==> src/rtl/wb_arbiter.sv <==
// Two-master round-robin Wishbone arbiter in front of one pipelined slave.
// Grants per cyc cycle and throttles each grant to MAX_OUTSTANDING unacked strobes.
module wb_arbiter #(
    parameter int unsigned DATA_WIDTH      = 32,
    parameter int unsigned ADDR_WIDTH      = 4,
    parameter int unsigned MAX_OUTSTANDING = 3
) (
    input  logic                  wb_clk_i,
    input  logic                  wb_rst_i,

    input  logic                  m0_wb_cyc_i,
    input  logic                  m0_wb_stb_i,
    input  logic                  m0_wb_we_i,
    input  logic [ADDR_WIDTH-1:0] m0_wb_adr_i,
    input  logic [DATA_WIDTH-1:0] m0_wb_dat_i,
    output logic [DATA_WIDTH-1:0] m0_wb_dat_o,
    output logic                  m0_wb_stall_o,
    output logic                  m0_wb_ack_o,

    input  logic                  m1_wb_cyc_i,
    input  logic                  m1_wb_stb_i,
    input  logic                  m1_wb_we_i,
    input  logic [ADDR_WIDTH-1:0] m1_wb_adr_i,
    input  logic [DATA_WIDTH-1:0] m1_wb_dat_i,
    output logic [DATA_WIDTH-1:0] m1_wb_dat_o,
    output logic                  m1_wb_stall_o,
    output logic                  m1_wb_ack_o,

    output logic                  s_wb_cyc_o,
    output logic                  s_wb_stb_o,
    output logic                  s_wb_we_o,
    output logic [ADDR_WIDTH-1:0] s_wb_adr_o,
    output logic [DATA_WIDTH-1:0] s_wb_dat_o,
    input  logic [DATA_WIDTH-1:0] s_wb_dat_i,
    input  logic                  s_wb_stall_i,
    input  logic                  s_wb_ack_i
);

    typedef enum logic [1:0] {StIdle, StGrant0, StGrant1} state_e;

    state_e     state_q, state_d;
    logic       last_q, last_d;
    logic [2:0] pending_q, pending_d;
    logic       full;
    logic       accept;

    assign full   = (pending_q == 3'(MAX_OUTSTANDING));
    assign accept = s_wb_stb_o & ~s_wb_stall_i;

    assign m0_wb_dat_o = s_wb_dat_i;
    assign m1_wb_dat_o = s_wb_dat_i;

    always_ff @(posedge wb_clk_i or posedge wb_rst_i) begin
        if (wb_rst_i) begin
            state_q   <= StIdle;
            last_q    <= 1'b1;
            pending_q <= '0;
        end else begin
            state_q   <= state_d;
            last_q    <= last_d;
            pending_q <= pending_d;
        end
    end

    always_comb begin
        state_d   = state_q;
        last_d    = last_q;
        pending_d = pending_q;
        // Accept and ack in the same cycle leave the count alone, even at zero.
        if (accept && !s_wb_ack_i) begin
            pending_d = pending_q + 3'd1;
        end else if (!accept && s_wb_ack_i && pending_q != 3'd0) begin
            pending_d = pending_q - 3'd1;
        end
        unique case (state_q)
            StIdle: begin
                pending_d = '0;
                if (m0_wb_cyc_i && m1_wb_cyc_i) begin
                    state_d = last_q ? StGrant0 : StGrant1;
                end else if (m0_wb_cyc_i) begin
                    state_d = StGrant0;
                end else if (m1_wb_cyc_i) begin
                    state_d = StGrant1;
                end
            end
            StGrant0: begin
                if (!m0_wb_cyc_i) begin
                    last_d    = 1'b0;
                    pending_d = '0;
                    state_d   = m1_wb_cyc_i ? StGrant1 : StIdle;
                end
            end
            StGrant1: begin
                if (!m1_wb_cyc_i) begin
                    last_d    = 1'b1;
                    pending_d = '0;
                    state_d   = m0_wb_cyc_i ? StGrant0 : StIdle;
                end
            end
            default: state_d = StIdle;
        endcase
    end

    always_comb begin
        s_wb_cyc_o    = 1'b0;
        s_wb_stb_o    = 1'b0;
        s_wb_we_o     = m0_wb_we_i;
        s_wb_adr_o    = m0_wb_adr_i;
        s_wb_dat_o    = m0_wb_dat_i;
        m0_wb_stall_o = 1'b1;
        m1_wb_stall_o = 1'b1;
        m0_wb_ack_o   = 1'b0;
        m1_wb_ack_o   = 1'b0;
        unique case (state_q)
            StGrant0: begin
                s_wb_cyc_o    = m0_wb_cyc_i;
                s_wb_stb_o    = m0_wb_cyc_i & m0_wb_stb_i & ~full;
                m0_wb_stall_o = s_wb_stall_i | full;
                m0_wb_ack_o   = s_wb_ack_i;
            end
            StGrant1: begin
                s_wb_cyc_o    = m1_wb_cyc_i;
                s_wb_stb_o    = m1_wb_cyc_i & m1_wb_stb_i & ~full;
                s_wb_we_o     = m1_wb_we_i;
                s_wb_adr_o    = m1_wb_adr_i;
                s_wb_dat_o    = m1_wb_dat_i;
                m1_wb_stall_o = s_wb_stall_i | full;
                m1_wb_ack_o   = s_wb_ack_i;
            end
            default: ;
        endcase
    end

endmodule

==> config.mk <==
export PLATFORM = sky130hd
export DESIGN_NAME = wb_arbiter
export DESIGN_NICKNAME = d
export VERILOG_FILES = /design/src/rtl/wb_arbiter.sv
export SDC_FILE = /design/constraint.sdc
export NUM_CORES = 1
export LEC_CHECK = 0
export BUFFER_PORTS_ARGS = -buffer_cell sky130_fd_sc_hd__buf_2
export CORE_AREA = 2 2 85 87
export CTS_CLUSTER_DIAMETER = 100
export DETAILED_ROUTE_END_ITERATION = 10
export DIE_AREA = 0 0 87 89
export HOLD_SLACK_MARGIN = 0.03
export PLACE_DENSITY = 0.65
export SKIP_CTS_REPAIR_TIMING = 1
export SYNTH_ARGS = -nofsm -noshare
export SYNTH_HDL_FRONTEND = slang
export SYNTH_SLANG_ARGS = --single-unit
export TNS_END_PERCENT = 10
==> constraint.sdc <==
create_clock -name wb_clk_i -period 1.9 [get_ports wb_clk_i]
set_input_delay 0.38 -clock wb_clk_i [delete_from_list [all_inputs] [get_ports wb_clk_i]]
set_output_delay 0.38 -clock wb_clk_i [all_outputs]
set_load 0.03 [all_outputs]
==> reports/qor.yml, run 1 <==
timing:
  worst_pin_slew_ps: 339.8
  finalSetupViolCount: 38
  rsz0062_at_grt: "yes"
  fin_crit_sh_pct: 104.0
  min_period_ps: 1976
  maxSlewViolCount: 0
  whs_ps: 74.32
  fmax_ghz: 0.5061
  skew_ps: 4.785
  setup_slack_ps: -76.00
  hold_viol: 0
  max_slew_margin_pct: 77.11
route:
  dr.pass1.iters: 3
  drc: 0
  wl_um: 4943
  drtIter0Drc: 38
  vias: 1357
  antenna_left: 0
  wl_per_cell_um: 15.45
  vias_per_cell: 4.241
clocking:
  clockRootBuffer: "clkbuf_8"
  numCtsBuffers: 3
  cts_tree: "done"
  clock_path_buffers: 2
  path_clk_slew_ps: 40
  clock_latency_ps: 230
  htreeDepth: 1
  clock-sinks: 6
critical_path:
  start_kind: "register"
  path_max_fanout: 13
  critical_path.startpoint: "state_q[0]$_DFFE_PP0P_"
  reg2reg_depth: 6
  endpoint_kind: "output port"
  reg2reg_from: "state_q[0]$_DFFE_PP0P_"
  critPathRequiredTime_ps: 1520
  crit_type: "reg -> out"
  worstPathArrival_ps: 1600
synth:
  avgSynthCellArea_sq_um: 8.558
  syn_inst: 175
  synth-seq-area-share_pct: 10.11
  synth_edf_count: 0
  synth_ff_type: "dfrtp_1"
  synth_seq_cells: 6
  syn-cell-area_sq_mm: 0.001498
  synth_nets: 297
  synth_async_sr_flop_share_pct: 100.0
  ys_types: 26
  yosys_warnings: 0
global_routing:
  antenna_found_initial: 0
  grt_usage_pct: 11.24
  grt_max_degree: 27
  grt.overflow.total: 0
  grt_pass1_wl_um: 6762
  grt_pass1_vias: 1330
placed_design:
  place_hpwl_um: 4160
  routabilityCongestion: 0.8372
  postPlaceCellArea_sq_mm: 0.001772
  portBuffers: 124
  place_ws_ps: -12.54
run_status:
  violations: "negative setup slack"
  status: "finished with violations"
final_layout:
  nNetsFinal: 363
  drive_gt1_share_pct: 75.42
  syn_to_final_growth_pct: 27.57
  antenna_cells: 0
  final_area_sq_mm: 0.001911
  final_util_pct: 28.44
pwr:
  p_leak_nw: 0.9912
  ir_drop_uv: 610.8
  powerDensity_mw_per_mm2: 1363
floorplan:
  io_pins: 221
  die_y_um: 89
  num_rows: 30
  core-area_sq_mm: 0.006719
  floorplan.initialDensity_pct: 22.29
  die_w_um: 87
  die_area_sq_mm: 0.007743
job:
  max_cap_viol_count: 0
hold_path:
  hold_class: "in -> async"
-- where the power goes --
part / internal [mW] / switching, mW
clock network: 0.146 / 0.0713
registers: 0.181 / 0.0455
logic: 0.935 / 1.23
total: 1.26 / 1.34
-- through the flow --
| stage | TNS, ps | std cells | power (mW) |
|---|---|---|---|
| global placement | 0 | 315 | 2.180 |
| global route | -4425 | 320 | 2.770 |
| finish | -2142 | 320 | 2.603 |
| floorplan | 0 | 175 | 1.873 |
| CTS | -5330 | 319 | 2.425 |
| detailed placement | -12.54 | 315 | 2.198 |
-- sequential cells by signal, summed over array words and instances, names as in the netlist --
name       flops
last_q         1
state_q        2
pending_q      3
-- cell families after synthesis --
kind of cell / count (synthesis) / share of synthesized area, %
buffers and inverters: 76 / 35.34
AOI/OAI and AO/OA: 14 / 6.851
adders and majority gates: 8 / 6.684
muxes: 41 / 30.58
and+or+nand+nor: 30 / 10.44
DFF: 6 / 10.11
-- path summary, 6_finish.rpt --
check / end / slack [ps]
max: s_wb_dat_o[2] / -80
min reg2reg: last_q$_DFFE_PP1P_ / 520
min: pending_q[1]$_DFF_PP0_ / 70
max reg2reg: pending_q[1]$_DFF_PP0_ / 70
min in group wb_clk_i: last_q$_DFFE_PP1P_ / 460
max in group asynchronous: last_q$_DFFE_PP1P_ / 1550
-- layout make-up --
class / instances / area [sq um]
inverter: 6 / 22.52
fill: 723 / 4808
multi-input combinational: 93 / 859.6
tap: 80 / 100.1
clock buffer: 4 / 45.04
sequential: 6 / 152.6
timing repair buffer: 131 / 730.7
-- cells in the final DEF, fill, tap and decap left out, types with 4 or more instances in the layout --
cell type	instances
buf_4	5
inv_1	5
mux2_2	35
o21ai_0	4
dfrtp_1	4
nor2b_1	4
ha_1	7
nand2b_1	5
nand2_1	6
buf_2	121
nor2_1	7
-- routing by layer --
layer  track usage [%]  vias up  wire (um)
li1                  -      654          -
met1             14.96      598       1992
met2             17.56       91       2425
met3             3.970       14        442
met4             2.415        0         82
met5                 0        -          0
-- worst max-delay path, stage by stage, from the launching register on --
cell and delay, ps:
dfrtp_1 380, inv_2 90, ha_4 200, clkbuf_16 190, mux2_2 340, buf_2 180
-- cells in the mapped netlist (2+ instances only) --
cell type | n | share of area, %
a21oi_1 | 3 | 1.0
and2_1 | 2 | 0.84
and3b_1 | 2 | 1.2
buf_4 | 65 | 33
clkbuf_1 | 5 | 1.3
dfrtp_1 | 5 | 8.4
ha_1 | 8 | 6.7
inv_1 | 6 | 1.5
mux2_2 | 38 | 29
mux2i_1 | 3 | 2.0
nand2_1 | 6 | 1.5
nand2b_1 | 5 | 2.1
nor2_1 | 8 | 2.0
nor2b_1 | 4 | 1.7
o21ai_0 | 4 | 1.3
Note: power is estimated with default switching activity, not from simulation.
==> run 2: changes to the inputs <==
CORE_AREA = 2 2 86 88   (was 2 2 85 87)
CTS_BUF_LIST = sky130_fd_sc_hd__clkbuf_8   (was default)
DIE_AREA = 0 0 88 90   (was 0 0 87 89)
PLACE_DENSITY = default   (was 0.65)
==> run 2 against run 1 <==
- the run still ends with negative setup slack left
- die area up 2.3%
- register-to-register slack worse by 70 ps
- count of clock-buffer cells in the layout down 1
- total power up 29%
- design area up 25%
- sequential share of layout area down 1.7 points
- clock power down 6%
- final cell count up 8.1%
- via count up 3.5%
- sequential power about the same
- critical path type unchanged
==> reports/qor.yml, run 2 (synthesis gave the netlist of run 1 again) <==
floorplan:
  die_w_um: 88  # +1.1%
  core-area_sq_mm: 0.007020  # +4.5%
  num_rows: 31  # +3.3%
  floorplan.initialDensity_pct: 21.33  # -0.96 points
  die_y_um: 90  # +1.1%
  io_pins: 221  # unchanged
  die_area_sq_mm: 0.007920  # +2.3%
timing:
  tns_ps: -2168  # -25.87 ps
  min_period_ps: 1977  # +0.7591 ps
  whs_ps: 64.69  # -9.624 ps
  maxSlewViolCount: 0  # unchanged
  skew_ps: 7.061  # +2.276 ps
  setup_slack_ps: -76.76  # -0.7591 ps
  worst_pin_slew_ps: 345.3  # +5.508 ps
  finalSetupViolCount: 40  # +5.3%
  max_slew_margin_pct: 76.74  # -0.37 points
  fmax_ghz: 0.5059  # about the same
  hold_viol: 0  # unchanged
  rsz0062_at_grt: "yes"
  fin_crit_sh_pct: 104.0  # about the same
clocking:
  htreeDepth: 1  # unchanged
  clock_path_buffers: 2  # unchanged
  clock_latency_ps: 230  # about the same
  clockRootBuffer: "clkbuf_8"
  numCtsBuffers: 3  # unchanged
  clock-sinks: 6  # unchanged
  cts_tree: "done"
  path_clk_slew_ps: 40  # about the same
pwr:
  ir_drop_uv: 550.4  # -9.9%
  p_leak_nw: 1.248  # +26%
  clkPwrFrac_pct: 6.1  # -2.2 points
  p_int_mw: 1.849  # +47%
  pwr-share-seq_pct: 6.7  # -2.0 points
  switching_share_pct: 45.05  # -6.5 points
  switchingPower_mw: 1.516  # +13%
  p_comb_share_pct: 87.3  # +4.3 points
  powerDensity_mw_per_mm2: 1405  # +3.1%
critical_path:
  critPathRequiredTime_ps: 1520  # about the same
  crit_chain: "inv_2, ha_4, buf_12, clkbuf_16, mux2_4, buf_6"
  worstPathArrival_ps: 1600  # about the same
  endpoint_kind: "output port"
  start_kind: "register"
  slowest_stage: "dfrtp_1"
  slowest_delay_ps: 380  # about the same
  crit_family: "buffers and inverters"
  path_max_fanout: 8  # -5
  crit_type: "reg -> out"
  cp_num_buf_inv: 4  # +1
route:
  vias: 1405  # +3.5%
  antenna_left: 0  # unchanged
  drtIter0Drc: 8  # -79%
  drc: 0  # unchanged
  wl_um: 5184  # +4.9%
  vias_per_cell: 4.061  # -4.2%
  wl_per_cell_um: 14.98  # -3.0%
  dr.pass1.iters: 4  # +1
placed_design:
  portBuffers: 124  # unchanged
  postPlaceCellArea_sq_mm: 0.001808  # +2.0%
  routabilityCongestion: 0.7246  # -13%
  place_hpwl_um: 3573  # -14%
  place_ws_ps: -39.07  # -26.53 ps
  place_inst: 334  # +6.0%
final_layout:
  drive_gt1_share_pct: 76.11  # +0.70 points
  layout_commonest_cell: "buf_2"
  regMostFlops: "pending_q"
  nNetsFinal: 370  # +1.9%
  stdcell_count: 346  # +8.1%
  reg.largest.list: "pending_q (3), state_q (2), last_q (1)"
  largest_reg_flops: 3  # unchanged
  antenna_cells: 0  # unchanged
  layout_common_cells: "buf_2, mux2_4, buf_6"
  final_area_sq_mm: 0.002395  # +25%
  syn_to_final_growth_pct: 59.90
job:
  max_cap_viol_count: 0  # unchanged
global_routing:
  grt_pass1_vias: 1272  # -4.4%
  grt_max_degree: 24  # -11%
  grt.overflow.total: 0  # unchanged
  grt_usage_pct: 10.13  # -1.1 points
  grt_pass1_wl_um: 6285  # -7.1%
  antenna_found_initial: 0  # unchanged
run_status:
  violations: "negative setup slack"
  status: "finished with violations"
hold_path:
  hold_class: "in -> async"
-- run 2: cell count changes in the layout (fill, tap and decap cells not counted), sizes merged --
cell | previous run | this run
buf | 130 | 134
inv | 6 | 7
clkbuf | 5 | 7
-- run 2: final timing paths --
path	from	endpoint	slack, ps	cells past startpoint
setup / recovery	state_q[0]$_DFFE_PP0P_	s_wb_dat_o[22]	-80	6
hold reg to reg	last_q$_DFFE_PP1P_	last_q$_DFFE_PP1P_	520	2
setup reg to reg	state_q[1]$_DFFE_PP0P_	pending_q[1]$_DFF_PP0_	0	6
hold / removal	wb_rst_i	state_q[0]$_DFFE_PP0P_	60	2
min in group wb_clk_i	s_wb_ack_i	pending_q[2]$_DFF_PP0_	470	2
max in group asynchronous	wb_rst_i	last_q$_DFFE_PP1P_	1560	2
-- run 2: per-stage QoR --
step           power [mW]  util [%]
6_report            3.366     34.11
5_1_grt             3.546     34.11
4_1_cts             2.430     26.39
3_5_place_dp        2.209     25.75
3_3_place_gp        2.197     25.75
2_1_floorplan       1.873         -
-- run 2: layout make-up --
type / instances / area [sq um]
well taps: 99 / 123.9
multi-input cells: 93 / 982.2
fillers: 733 / 4626
inverters: 6 / 22.52
clock inverters: 1 / 3.754
clock buffers: 3 / 41.29
flip-flops and latches: 6 / 151.4
repair buffers: 138 / 1070
-- run 2: power groups by stage --
stage / clock [mW] / sequential (mW) / combinational, mW
final: 0.204 / 0.224 / 2.94
after global placement: 0 / 0.217 / 1.98
after floorplan: 0 / 0.214 / 1.66
after CTS: 0.209 / 0.217 / 2.00
after global routing: 0.217 / 0.229 / 3.10
after detailed placement: 0 / 0.218 / 1.99
-- run 2: layer usage --
metal | vias up | wire [um] | GRT usage (%)
li1 | 671 | - | -
met1 | 634 | 2062 | 12.15
met2 | 80 | 2577 | 15.78
met3 | 20 | 420 | 3.122
met4 | 0 | 123 | 5.641
met5 | - | 0 | 0
